[src/rtl/sfx_player.sv]
// sfx_player: sound-effect sequencer driven by game-core events.
//   Watches the eat / success / failure event levels, plays a short fixed
//   melody per event and drives a 1-bit square wave.
//   Priority: failure > success > eat. A higher-priority edge restarts playback;
//   equal or lower edges are dropped.
// Params: NOTE_LEN   cycles per note (>= 2)
//         TONE_SHIFT right shift applied to every half-period constant
// Ports:  clk, rst (sync, active-high)
//         i_eat, i_success, i_failure  event levels (rising edge triggers)
//         i_mute   forces o_audio low (only when SFX_MUTE_EN is defined)
//         o_audio  square-wave audio
//         o_busy   high while a melody is playing
// Build option: define SFX_MUTE_EN to add the i_mute port.
module sfx_player #(
  parameter int NOTE_LEN   = 2_097_152,
  parameter int TONE_SHIFT = 0
) (
  input  logic clk,
  input  logic rst,
  input  logic i_eat,
  input  logic i_success,
  input  logic i_failure,
`ifdef SFX_MUTE_EN
  input  logic i_mute,
`endif
  output logic o_audio,
  output logic o_busy
);

  // Shifted half-period, clamped so a tone never has a zero-length half cycle.
  function automatic int shf(input int base);
    int v;
    v = base >> TONE_SHIFT;
    return (v < 1) ? 1 : v;
  endfunction

  localparam int HP_C4 = shf(48112);
  localparam int HP_E4 = shf(38187);
  localparam int HP_G4 = shf(32111);
  localparam int HP_C5 = shf(24056);
  localparam int HP_E5 = shf(19093);
  localparam int HP_G5 = shf(16056);
  localparam int HP_C6 = shf(12028);

  // Tone counter only reaches HP-1, so clog2(HP) bits are enough.
  localparam int TW = (HP_C4 > 1) ? $clog2(HP_C4) : 1;
  localparam int DW = $clog2(NOTE_LEN);

  localparam logic [TW-1:0] M_C4 = TW'(HP_C4 - 1);
  localparam logic [TW-1:0] M_E4 = TW'(HP_E4 - 1);
  localparam logic [TW-1:0] M_G4 = TW'(HP_G4 - 1);
  localparam logic [TW-1:0] M_C5 = TW'(HP_C5 - 1);
  localparam logic [TW-1:0] M_E5 = TW'(HP_E5 - 1);
  localparam logic [TW-1:0] M_G5 = TW'(HP_G5 - 1);
  localparam logic [TW-1:0] M_C6 = TW'(HP_C6 - 1);
  localparam logic [DW-1:0] DUR_LAST = DW'(NOTE_LEN - 1);

  // Melody id doubles as its priority, so preemption is a plain compare.
  localparam logic [1:0] MEL_NONE = 2'd0;
  localparam logic [1:0] MEL_EAT  = 2'd1;
  localparam logic [1:0] MEL_SUC  = 2'd2;
  localparam logic [1:0] MEL_FAIL = 2'd3;

  typedef enum logic {IDLE, PLAY} state_t;

  state_t        state_q, state_d;
  logic [2:0]    prev_q;
  logic [1:0]    mel_q, mel_d;
  logic [1:0]    idx_q, idx_d;
  logic [DW-1:0] dur_q, dur_d;
  logic [TW-1:0] tone_q, tone_d;
  logic          phase_q, phase_d;

  logic [2:0]    edges;
  logic [1:0]    ev;
  logic [1:0]    last_idx;
  logic [TW-1:0] hp_m1;
  logic          start;

  assign edges = {i_failure, i_success, i_eat} & ~prev_q;

  always_comb begin
    ev = MEL_NONE;
    if (edges[2])      ev = MEL_FAIL;
    else if (edges[1]) ev = MEL_SUC;
    else if (edges[0]) ev = MEL_EAT;
  end

  // Note table: {melody, note index} -> half-period minus one.
  always_comb begin
    hp_m1 = M_C4;
    case ({mel_q, idx_q})
      4'b01_00: hp_m1 = M_E5;
      4'b01_01: hp_m1 = M_G5;
      4'b10_00: hp_m1 = M_C5;
      4'b10_01: hp_m1 = M_E5;
      4'b10_10: hp_m1 = M_G5;
      4'b10_11: hp_m1 = M_C6;
      4'b11_00: hp_m1 = M_G4;
      4'b11_01: hp_m1 = M_E4;
      4'b11_10: hp_m1 = M_C4;
      default:  hp_m1 = M_C4;
    endcase
  end

  always_comb begin
    last_idx = 2'd0;
    case (mel_q)
      MEL_EAT:  last_idx = 2'd1;
      MEL_SUC:  last_idx = 2'd3;
      MEL_FAIL: last_idx = 2'd2;
      default:  last_idx = 2'd0;
    endcase
  end

  always_comb begin
    state_d = state_q;
    mel_d   = mel_q;
    idx_d   = idx_q;
    dur_d   = dur_q;
    tone_d  = tone_q;
    phase_d = phase_q;
    start   = 1'b0;
    case (state_q)
      IDLE: start = (ev != MEL_NONE);
      PLAY: begin
        if (ev > mel_q) begin
          start = 1'b1;
        end else if (dur_q == DUR_LAST) begin
          // Note boundary: silence and restart the tone from a clean phase.
          dur_d   = '0;
          tone_d  = '0;
          phase_d = 1'b0;
          if (idx_q == last_idx) begin
            state_d = IDLE;
            mel_d   = MEL_NONE;
            idx_d   = 2'd0;
          end else begin
            idx_d = idx_q + 2'd1;
          end
        end else begin
          dur_d = dur_q + DW'(1);
          if (tone_q == hp_m1) begin
            tone_d  = '0;
            phase_d = ~phase_q;
          end else begin
            tone_d = tone_q + TW'(1);
          end
        end
      end
      default: state_d = IDLE;
    endcase
    // Entry from IDLE and preemption share the same restart.
    if (start) begin
      state_d = PLAY;
      mel_d   = ev;
      idx_d   = 2'd0;
      dur_d   = '0;
      tone_d  = '0;
      phase_d = 1'b0;
    end
  end

  always_ff @(posedge clk) begin
    if (rst) begin
      state_q <= IDLE;
      prev_q  <= 3'b000;
      mel_q   <= MEL_NONE;
      idx_q   <= 2'd0;
      dur_q   <= '0;
      tone_q  <= '0;
      phase_q <= 1'b0;
    end else begin
      state_q <= state_d;
      prev_q  <= {i_failure, i_success, i_eat};
      mel_q   <= mel_d;
      idx_q   <= idx_d;
      dur_q   <= dur_d;
      tone_q  <= tone_d;
      phase_q <= phase_d;
    end
  end

  assign o_busy = (state_q == PLAY);

`ifdef SFX_MUTE_EN
  // After mute is released the output stays quiet until the tone counter
  // next wraps, so audio resumes on a half-period boundary.
  logic gate_q;
  always_ff @(posedge clk) begin
    if (rst)                gate_q <= 1'b0;
    else if (i_mute)        gate_q <= 1'b1;
    else if (tone_d == '0)  gate_q <= 1'b0;
  end
  assign o_audio = phase_q & ~(i_mute | gate_q);
`else
  assign o_audio = phase_q;
`endif

endmodule

[config.mk]
export PLATFORM = sky130hd
export DESIGN_NAME = sfx_player
export DESIGN_NICKNAME = d
export VERILOG_FILES = /design/src/rtl/sfx_player.sv
export SDC_FILE = /design/constraint.sdc
export NUM_CORES = 1
export LEC_CHECK = 0
export ABC_AREA = 1
export CAP_MARGIN = 20
export CORE_MARGIN = 10
export CORE_UTILIZATION = 31
export CTS_BUF_LIST = sky130_fd_sc_hd__clkbuf_16
export DETAILED_ROUTE_END_ITERATION = 8
export PLACE_DENSITY = 0.52
export SYNTH_ARGS = -nofsm -noshare
export SYNTH_HDL_FRONTEND = slang
export SYNTH_SLANG_ARGS = --single-unit
[constraint.sdc]
create_clock -name clk -period 3.05 [get_ports clk]
set_clock_uncertainty 0.05 [all_clocks]
set_input_delay 0.61 -clock clk [delete_from_list [all_inputs] [get_ports clk]]
set_output_delay 0.61 -clock clk [all_outputs]
set_load 0.03 [all_outputs]
==> metrics.cfg <==
[status]
outcome = completed

[clocking]
ctsHoldBuffers = 0
clkTransAtPathRegs_ns = 0.06
ctsRootBufferMaster = clkbuf_16
cts_made_buffers = 5
worstSkewPairLatency_ns = 0.29
cts_sinks = 46
clock_path_buffers = 2
htreeDepth = 2
cts_tree = built

[power_and_ir_drop]
power_density_nw_per_um2 = 398.1
p_leak_nw = 1.410
ir_drop_uv = 210.1

[route]
first_pass_iters = 4
drcViolationCount = 0
drt-total-wl_mm = 7.911
wl_per_cell_microns = 12.19
viasPerCell = 4.573
vias = 2968
drtAntennaViolNets = 0
drtIter0Drc = 256

[timing]
relSlewSlack_pct = 68.38
finalWorstSetupSlack_ns = 0.2550
max_freq_mhz = 357.8
rsz0062_at_grt = no
timing.final.crit_share_pct = 91.64
post-route-min-period_ns = 2.795
setup_viol = 0
finalHoldViolCount = 0
fin_tns_setup_ns = 0
drv_slew = 0
worst_slew_pin_slew_ns = 0.4707

[synth]
synth-seq-area-share_pct = 30.82
synth_compound_area_share_pct = 6.156
netlist_area_sq_um = 2988
synthSimpleGateAreaFrac_pct = 44.10
synth.avg_cell_area_sq_um = 6.135
ys_top_cells_by_area = dfxtp_1 (31%), nand2_1 (18%), nor2_1 (8.2%)
synth_seq_cells = 46
yosysUniqueCellTypes = 29
synthMuxAreaShare_pct = 0
synth_top_cell_area_share_pct = 30.82
synth_top_family_by_area = simple AND/OR/NAND/NOR gates
synth_largest_area_cell = dfxtp_1
syn-num-nets = 500
synth_warnings = 0
synth-xor-area-share_pct = 5.570
synth-adder-area-share_pct = 3.350
synth_cells = 487

[worst_setup_path]
crit_buf_inv = 8
worstPathArrival_ns = 2.93
cpPeakStageDelay_ns = 0.46
critical_path_required_ns = 3.19
crit_type = primary input to register
cp_top_family = buffers and inverters
cp-end-kind = register
cp-start-kind = primary input
worstPathMaxFanout = 18
cp_slowest_cell = clkdlybuf4s50_1
ff2ff_setup_slack_ns = 0.59
path_cells = clkdlybuf4s50_1 > inv_1 > o22ai_1 > ha_1 > inv_1 > nor2_1 > o21ai_1 > nand2_1 > inv_1 > buf_4 > nor2_1 > nor2_1 > buf_4 > inv_2 > buf_12 > a211oi_1

[global_routing]
grt_pass1_wl_mm = 13.89
first_global_vias = 2973
grt_max_degree = 19
grt_usage_pct = 11.60
antenna_found_initial = 0
gr-total-overflow = 0

[cells_and_area]
drive_gt1_share_pct = 9.231
final_nets = 532
final_common_cell = nand2_1
fin_area_sq_um = 3552
syn2layout_area_growth_pct = 18.89
num_antenna_cells = 0
final_cell_mix = nand2_1 (142), inv_1 (64), nor2_1 (64)

[die]
die_w_microns = 118.2
start_util_pct = 32.03
dieArea_sq_um = 13970
fp.dieH_microns = 118.2
io_pins = 7
coreArea_sq_um = 9328
rows = 35

[job]
maxCapViolations = 0

[place]
place_area_sq_um = 3390
dp_hpwl_mm = 6.346
routabilityCongestion = 0.9029
pre_cts_slack_ns = -0.08596
portBuffers = 6

[min_path]
worst_hold_path_type = register to register

per-layer routing:
layer  wire length (microns)  track usage [%]
met3                     202            1.809
met2                    3577            18.67
met4                     150            4.096
met1                    3979            15.32
met5                       0                0
area by class of cell:
type | count | area, sq um
inverters | 67 | 251.5
clock inverters | 3 | 21.27
well taps | 129 | 161.4
flip-flops and latches | 46 | 920.9
repair buffers | 33 | 287.8
clock buffers | 5 | 125.1
fillers | 1028 | 5776
multi-input cells | 366 | 1784
repair_timing:
item                       in CTS  in global routing
setup endpoints to repair       0                 10
gates resized for setup         0                  4
buffers inserted                0                  0
cell usage after synthesis:
| cell type | instances |
|---|---|
| dfxtp_1 | 46 |
| nand2_1 | 143 |
| nand4_1 | 11 |
| a31oi_1 | 1 |
| nand3_1 | 44 |
| nand3_2 | 1 |
| xor2_1 | 18 |
| a21oi_1 | 16 |
| buf_2 | 2 |
| nor3_1 | 28 |
| inv_2 | 3 |
| nor3b_1 | 6 |
| o21ai_0 | 7 |
| inv_1 | 64 |
| nand3b_1 | 2 |
| buf_6 | 2 |
| o31ai_1 | 1 |
| o21bai_1 | 2 |
| or2_2 | 2 |
| nand2_2 | 1 |
| ha_1 | 8 |
| nor4_1 | 1 |
| nor2_1 | 65 |
| a211oi_1 | 3 |
| nor2_2 | 2 |
| o22ai_1 | 2 |
| xnor2_1 | 1 |
| clkbuf_1 | 4 |
| o21ai_1 | 1 |
registers in the layout (all words and copies together), names as in the netlist:
register  cells
idx_q         2
dur_q        21
prev_q        3
mel_q         2
tone_q       16
o_busy        1
o_audio       1
cell families after synthesis:
family                   after synthesis
AND/OR/NAND/NOR                      306
buffers and inverters                 75
flip-flops                            46
AO/OA/AOI/OAI                         33
XOR/XNOR                              19
adder cells (fa/ha/maj)                8
final timing paths:
check / depth (start not counted) / end / start
setup reg to reg: 15 / tone_q[3]$_SDFFE_PP0P_ / idx_q[1]$_SDFFE_PP0P_
hold reg to reg: 2 / dur_q[18]$_SDFFE_PP0P_ / dur_q[18]$_SDFFE_PP0P_
hold / removal: 2 / dur_q[18]$_SDFFE_PP0P_ / dur_q[18]$_SDFFE_PP0P_
setup / recovery: 16 / dur_q[4]$_SDFFE_PP0P_ / i_failure
tightest hold or removal path: cells and delay by family (launching register included):
| kind | cells | cell delay, ns |
|---|---|---|
| flip-flops | 1 | 0.33 |
| AND/OR/NAND/NOR | 1 | 0.07 |
| AO/OA/AOI/OAI | 1 | 0.05 |
power by group:
group	internal [mW]	switching [mW]
registers	0.609	0.00857
logic	0.0991	0.156
clock network	0.304	0.238
through the flow:
step	std cells	total power [mW]	hold WS (ns)	util, %
3_3_place_gp	641	0.8846	0.4214	36.34
5_1_grt	649	1.489	0.4779	38.08
4_1_cts	649	1.439	0.4442	37.91
2_1_floorplan	487	0.7902	0.4084	-
6_report	649	1.414	0.4436	38.08
3_5_place_dp	641	0.8856	0.4326	36.34
Power figures use the tool's default switching activity.
